### config.mk
export PLATFORM = sky130hd
export DESIGN_NAME = aes_axil_master
export DESIGN_NICKNAME = d
export VERILOG_FILES = /design/src/rtl/aes_axil_pkg.sv /design/src/rtl/aes_axil_master.sv
export SDC_FILE = /design/constraint.sdc
export NUM_CORES = 1
export LEC_CHECK = 0
export ABC_CLOCK_PERIOD_IN_PS = 5200
export CAP_MARGIN = 30
export CORE_UTILIZATION = 42
export CTS_BUF_LIST = sky130_fd_sc_hd__clkbuf_4 sky130_fd_sc_hd__clkbuf_8
export DETAILED_ROUTE_END_ITERATION = 12
export PLACE_DENSITY_LB_ADDON = 0.15
export SETUP_SLACK_MARGIN = 0.02
export SLEW_MARGIN = 20
export SYNTH_ARGS = -nofsm -noshare
export SYNTH_HDL_FRONTEND = slang
export SYNTH_SLANG_ARGS = --single-unit
### constraint.sdc
create_clock -name m00_axi_aclk -period 5.2 [get_ports m00_axi_aclk]
set_clock_uncertainty 0.15 [all_clocks]
set_input_delay 0.78 -clock m00_axi_aclk [delete_from_list [all_inputs] [get_ports m00_axi_aclk]]
set_output_delay 0.78 -clock m00_axi_aclk [all_outputs]
set_load 0.02 [all_outputs]
### src/rtl/aes_axil_pkg.sv
// Shared definitions for the AES AXI4-Lite command master: FSM encoding,
// AXI response codes and the AES peripheral register map.
package aes_axil_pkg;

  typedef enum logic [2:0] {
    S_IDLE,
    S_WR_REQ,
    S_WR_RESP,
    S_RD_REQ,
    S_RD_DATA,
    S_RESP
  } state_t;

  localparam logic [1:0] RESP_OKAY   = 2'd0;
  localparam logic [1:0] RESP_EXOKAY = 2'd1;
  localparam logic [1:0] RESP_SLVERR = 2'd2;
  localparam logic [1:0] RESP_DECERR = 2'd3;

  localparam logic [7:0] REG_CTRL   = 8'h00;
  localparam logic [7:0] REG_KEY0   = 8'h10;
  localparam logic [7:0] REG_KEY1   = 8'h14;
  localparam logic [7:0] REG_KEY2   = 8'h18;
  localparam logic [7:0] REG_KEY3   = 8'h1C;
  localparam logic [7:0] REG_DIN0   = 8'h20;
  localparam logic [7:0] REG_DIN1   = 8'h24;
  localparam logic [7:0] REG_DIN2   = 8'h28;
  localparam logic [7:0] REG_DIN3   = 8'h2C;
  localparam logic [7:0] REG_DOUT0  = 8'h30;
  localparam logic [7:0] REG_DOUT1  = 8'h34;
  localparam logic [7:0] REG_DOUT2  = 8'h38;
  localparam logic [7:0] REG_DOUT3  = 8'h3C;
  localparam logic [7:0] REG_STATUS = 8'h40;

endpackage

### src/rtl/aes_axil_master.sv
// Single-outstanding AXI4-Lite master: turns one command into one AXI
// write or read and returns the slave response, with a sticky wait timeout.
module aes_axil_master
  import aes_axil_pkg::*;
#(
  parameter int C_M_AXI_ADDR_WIDTH = 32,
  parameter int C_M_AXI_DATA_WIDTH = 32,
  parameter int TIMEOUT_CYCLES     = 256
) (
  input  logic                              m00_axi_aclk,
  input  logic                              m00_axi_areset,
  input  logic                              cmd_valid,
  output logic                              cmd_ready,
  input  logic                              cmd_write,
  input  logic [C_M_AXI_ADDR_WIDTH-1:0]     cmd_addr,
  input  logic [C_M_AXI_DATA_WIDTH-1:0]     cmd_wdata,
  input  logic [C_M_AXI_DATA_WIDTH/8-1:0]   cmd_wstrb,
  output logic                              rsp_valid,
  input  logic                              rsp_ready,
  output logic [C_M_AXI_DATA_WIDTH-1:0]     rsp_rdata,
  output logic [1:0]                        rsp_resp,
  output logic                              timeout,
  output logic [C_M_AXI_ADDR_WIDTH-1:0]     m00_axi_awaddr,
  output logic [2:0]                        m00_axi_awprot,
  output logic                              m00_axi_awvalid,
  input  logic                              m00_axi_awready,
  output logic [C_M_AXI_DATA_WIDTH-1:0]     m00_axi_wdata,
  output logic [C_M_AXI_DATA_WIDTH/8-1:0]   m00_axi_wstrb,
  output logic                              m00_axi_wvalid,
  input  logic                              m00_axi_wready,
  input  logic [1:0]                        m00_axi_bresp,
  input  logic                              m00_axi_bvalid,
  output logic                              m00_axi_bready,
  output logic [C_M_AXI_ADDR_WIDTH-1:0]     m00_axi_araddr,
  output logic [2:0]                        m00_axi_arprot,
  output logic                              m00_axi_arvalid,
  input  logic                              m00_axi_arready,
  input  logic [C_M_AXI_DATA_WIDTH-1:0]     m00_axi_rdata,
  input  logic [1:0]                        m00_axi_rresp,
  input  logic                              m00_axi_rvalid,
  output logic                              m00_axi_rready
);

  localparam logic [15:0] TIMEOUT_LIMIT = 16'(TIMEOUT_CYCLES);

  state_t                            state_q, state_d;
  logic [C_M_AXI_ADDR_WIDTH-1:0]     addr_q;
  logic [C_M_AXI_DATA_WIDTH-1:0]     wdata_q;
  logic [C_M_AXI_DATA_WIDTH/8-1:0]   wstrb_q;
  logic                              aw_done_q, w_done_q;
  logic [C_M_AXI_DATA_WIDTH-1:0]     rdata_q;
  logic [1:0]                        resp_q;
  logic [15:0]                       wait_cnt_q;
  logic                              timeout_q;
  logic                              accept;
  logic                              waiting;

  assign accept  = cmd_valid & cmd_ready;
  assign waiting = (state_q == S_WR_REQ) || (state_q == S_WR_RESP) ||
                   (state_q == S_RD_REQ) || (state_q == S_RD_DATA);

  assign m00_axi_awaddr = addr_q;
  assign m00_axi_araddr = addr_q;
  assign m00_axi_wdata  = wdata_q;
  assign m00_axi_wstrb  = wstrb_q;
  assign m00_axi_awprot = 3'b000;
  assign m00_axi_arprot = 3'b000;
  assign rsp_rdata      = rdata_q;
  assign rsp_resp       = resp_q;
  assign timeout        = timeout_q;

  always_ff @(posedge m00_axi_aclk or posedge m00_axi_areset) begin
    if (m00_axi_areset) state_q <= S_IDLE;
    else                state_q <= state_d;
  end

  // Handshakes are taken from the ready inputs directly so the exit test
  // does not read back outputs driven by this same block.
  always_comb begin
    state_d         = state_q;
    cmd_ready       = 1'b0;
    rsp_valid       = 1'b0;
    m00_axi_awvalid = 1'b0;
    m00_axi_wvalid  = 1'b0;
    m00_axi_bready  = 1'b0;
    m00_axi_arvalid = 1'b0;
    m00_axi_rready  = 1'b0;
    unique case (state_q)
      S_IDLE: begin
        cmd_ready = ~m00_axi_areset;
        if (cmd_valid && !m00_axi_areset)
          state_d = cmd_write ? S_WR_REQ : S_RD_REQ;
      end
      S_WR_REQ: begin
        m00_axi_awvalid = ~aw_done_q;
        m00_axi_wvalid  = ~w_done_q;
        if ((aw_done_q || m00_axi_awready) && (w_done_q || m00_axi_wready))
          state_d = S_WR_RESP;
      end
      S_WR_RESP: begin
        m00_axi_bready = 1'b1;
        if (m00_axi_bvalid) state_d = S_RESP;
      end
      S_RD_REQ: begin
        m00_axi_arvalid = 1'b1;
        if (m00_axi_arready) state_d = S_RD_DATA;
      end
      S_RD_DATA: begin
        m00_axi_rready = 1'b1;
        if (m00_axi_rvalid) state_d = S_RESP;
      end
      S_RESP: begin
        rsp_valid = 1'b1;
        if (rsp_ready) state_d = S_IDLE;
      end
      default: state_d = S_IDLE;
    endcase
  end

  always_ff @(posedge m00_axi_aclk or posedge m00_axi_areset) begin
    if (m00_axi_areset) begin
      addr_q     <= '0;
      wdata_q    <= '0;
      wstrb_q    <= '0;
      aw_done_q  <= 1'b0;
      w_done_q   <= 1'b0;
      rdata_q    <= '0;
      resp_q     <= '0;
      wait_cnt_q <= '0;
      timeout_q  <= 1'b0;
    end else begin
      if (state_d != state_q) begin
        wait_cnt_q <= '0;
      end else if (waiting && wait_cnt_q != TIMEOUT_LIMIT) begin
        wait_cnt_q <= wait_cnt_q + 16'd1;
        if (wait_cnt_q + 16'd1 == TIMEOUT_LIMIT) timeout_q <= 1'b1;
      end

      if (accept) begin
        addr_q    <= cmd_addr;
        wdata_q   <= cmd_wdata;
        wstrb_q   <= cmd_wstrb;
        aw_done_q <= 1'b0;
        w_done_q  <= 1'b0;
        timeout_q <= 1'b0;
      end else if (state_q == S_WR_REQ) begin
        aw_done_q <= aw_done_q | (m00_axi_awvalid & m00_axi_awready);
        w_done_q  <= w_done_q  | (m00_axi_wvalid  & m00_axi_wready);
      end

      if (state_q == S_WR_RESP && m00_axi_bvalid) begin
        rdata_q <= '0;
        resp_q  <= m00_axi_bresp;
      end
      if (state_q == S_RD_DATA && m00_axi_rvalid) begin
        rdata_q <= m00_axi_rdata;
        resp_q  <= m00_axi_rresp;
      end
    end
  end

endmodule

==> summary.txt <==
Outcome
  • Outcome: completed

Timing
  • Unrepaired setup endpoints after global routing: false
  • Relative slew slack: 0.507
  • Fmax: 298 MHz
  • Final setup fails: 0
  • Max-slew violations: 0
  • Final period util: 0.646
  • Final hold vios: 0
  • Final WS setup: 1.84 ns
  • Period minus WS final: 3.36 ns
  • Worst slew pin tran: 0.740 ns
  • Fin Setup TNS: 0 ns
  • WHS: 0.328 ns

Floorplan
  • Starting density of the core: 0.435
  • Core box area: 12700 um2
  • # IOs: 262
  • Die width: 117 um
  • FP Rows: 41
  • Chip height: 117 um
  • Die area: 13600 um2

Power and ir drop
  • Power density cells: 575 nW/um2
  • Pint: 2890 uW
  • Net Sw Power: 1910 uW
  • Sequential power share: 0.333
  • Combinational share of power: 0.499
  • Peak supply drop: 0.283 mV
  • P_leak: 0.00385 uW
  • Clock power frac: 0.168
  • Sw Share: 0.397
  • Power Total: 4800 uW

Hold path
  • Hold depth: 2
  • Worst hold path class: reg -> reg
  • Hold endpoint: m00_axi_wdata[31]
  • Hold Path Origin: m00_axi_wdata[31]

Placement
  • Placement-stage cell area: 7970 um2
  • PortBufs: 255
  • RePlAce Congestion: 0.828
  • Dpl hpwl: 11400 um
  • Worst slack, placed: 1.84 ns

Synthesis
  • #FFs+latches synth: 124
  • Mapped Area: 5540 um2
  • FFs w/ async S/R, synth: 1.00
  • Ys flop type: dfrtp_1
  • Post-synth EDFFs: 0
  • Post-synthesis sequential area ratio: 0.561
  • Synth warn: 0
  • Unique masters post-synth: 43
  • Post-Synthesis Cells: 583
  • Syn_area_per_cell: 9.49 um2

Finish
  • Fin nets: 916
  • Area Growth Syn to Fin: 50.9%
  • Share of cells above drive strength 1: 0.0567
  • Final instance area: 8350 um2
  • Ant diodes: 0

Clock tree
  • Post-cts gate resize count: 0
  • Worst-Skew Late Latency: 0.44 ns
  • Hold-fix buffers, CTS: 0
  • Clock-pin slew on the worst setup and hold paths: 0.07 ns
  • TritonCTS clock tree: yes
  • CTS Sinks: 124
  • Longest Clk Path Bufs: 2
  • Htree depth: 4
  • Cts bufs inserted: 17
  • Postcts setup bufs: 0
  • Root Buffer: clkbuf_8

Global route
  • Initial antenna violation count: 0
  • GRT Util Overall: 0.236
  • Number of global-route vias before repair: 4884
  • Gr ovfl total: 0
  • Global-route wire length before repair: 24300 um
  • Largest net degree at the start of global routing: 72

Detailed routing
  • 1st-iter DRT viols: 208
  • WL/cell: 15.8 um
  • Detailed Route WL: 15500 um
  • Vias: 4801
  • Antenna-violating nets left: 0
  • Via-to-Cell Ratio: 4.88
  • DRT Pass-1 Iters: 4
  • Post-route DRC violation count: 0

Critical path
  • Worst-path cell chain: clkdlybuf4s50_1 -> nor4_1 -> clkdlybuf4s50_1
  • R2r endpoint: timeout
  • Crit end category: output port
  • CP Max Fanout: 4
  • Req. time, crit path: 4.27 ns
  • WP data arrival: 2.43 ns
  • FF-to-FF setup slack: 2.52 ns
  • Family with the most delay on the worst path: buffers and inverters
  • Slowest stage delay, CP: 0.71 ns
  • WP buf/inv: 2
  • Worst path slowest cell: clkdlybuf4s50_1
  • Reg2reg path depth: 5
  • Startpoint Class: primary input
  • Crit path kind: in -> out
  • R2r startpoint: state_q[0]
  • CP dominant cell by count: clkdlybuf4s50_1

Flow run
  • MaxCap Viol Count: 0
## layer usage
layer	up-vias	wire [um]	track usage	share of wire
met3	19	1230	0.0886	0.079
met5	-	0	0	0
met4	0	250	0.0861	0.016
met1	2313	5970	0.269	0.39
met2	161	8050	0.407	0.52
li1	2308	-	-	-
## metrics by stage
step / cells / utilization
floorplan: 588 / -
global placement: 950 / 0.625
detailed placement: 951 / 0.626
CTS: 982 / 0.656
global route: 983 / 0.656
finish: 983 / 0.656
## state kept, by name, summed over array words and instances, names as in the netlist
| signal | cells |
|---|---|
| m00_axi_araddr | 32 |
| w_done_q | 1 |
| wait_cnt_q | 16 |
| aw_done_q | 1 |
| rsp_rdata | 32 |
| m00_axi_wstrb | 4 |
| state_q | 3 |
| rsp_resp | 2 |
| timeout | 1 |
| m00_axi_wdata | 32 |
## worst min-delay path: stages, from the launching register on
cell and delay (ns):
dfrtp_1 0.34, nand2_1 0.05, nand2_1 0.06
## layout by cell type, fill, tap and decap left out, types with 4 or more instances in the layout
cell and n:
a21oi_1 4, a22o_1 32, buf_4 6, clkbuf_4 4, clkbuf_8 21, clkdlybuf4s50_1 255, conb_1 6, dfrtp_1 124
inv_1 6, nand2_1 216, nand3_1 6, nand4_1 6, nor2_1 29, nor3_1 6, nor4_1 5, o2111ai_1 7
o211ai_1 5, xnor2_1 8, xor2_1 10
## how the worst max path moves through the flow
stage,cells after the start,end,slack [ns],start
detailed placement,6,timeout,1.84,m00_axi_areset
finish,3,cmd_ready,1.84,m00_axi_areset
global route,3,cmd_ready,1.81,m00_axi_areset
global placement,6,m00_axi_araddr[6],1.89,m00_axi_areset
CTS,3,cmd_ready,1.87,m00_axi_areset
floorplan,1,aw_done_q,0.97,m00_axi_areset
## Yosys cell counts, drive strengths merged, types with 4 or more instances
cell type / n / area, um2
a21oi: 4 / 20.0
a22o: 32 / 280
and2: 4 / 25.0
buf: 55 / 370
clkbuf: 16 / 60.1
dfrtp: 124 / 3100
inv: 7 / 26.3
nand2: 217 / 815
nand3: 6 / 30.0
nand4: 6 / 37.5
nor2: 30 / 113
nor3: 6 / 30.0
nor4: 5 / 31.3
o2111ai: 7 / 61.3
o211ai: 5 / 37.5
o21ai: 4 / 20.0
xnor2: 8 / 70.1
xor2: 10 / 87.6
## power groups by stage
stage / Sequential (uW) / Combinational, uW / Clock (uW)
2_1_floorplan: 1970 / 977 / 0
3_3_place_gp: 1590 / 2360 / 0
3_5_place_dp: 1600 / 2410 / 0
4_1_cts: 1600 / 2420 / 831
5_1_grt: 1650 / 2580 / 877
6_report: 1600 / 2400 / 806
## kinds of logic (layout without fill, tap and decap cells)
kind of cell,after synthesis,after routing,synth area share
xor+xnor,18,18,0.0285
flops,124,124,0.561
fa+ha+maj,3,3,0.00678
buf+inv,78,301,0.0825
compound gates,70,70,0.105
mux,3,3,0.00543
other cells,1,6,0.000677
simple gates,286,286,0.211
## final cells by class
class,count,area [um2]
Clock buffer,25,319
Clock inverter,6,61.3
Fill cell,1059,4370
Inverter,7,28.8
Multi-Input combinational cell,386,2000
Sequential cell,124,3100
Tap cell,172,215
Timing Repair Buffer,263,2620
Power figures use the tool's default switching activity.
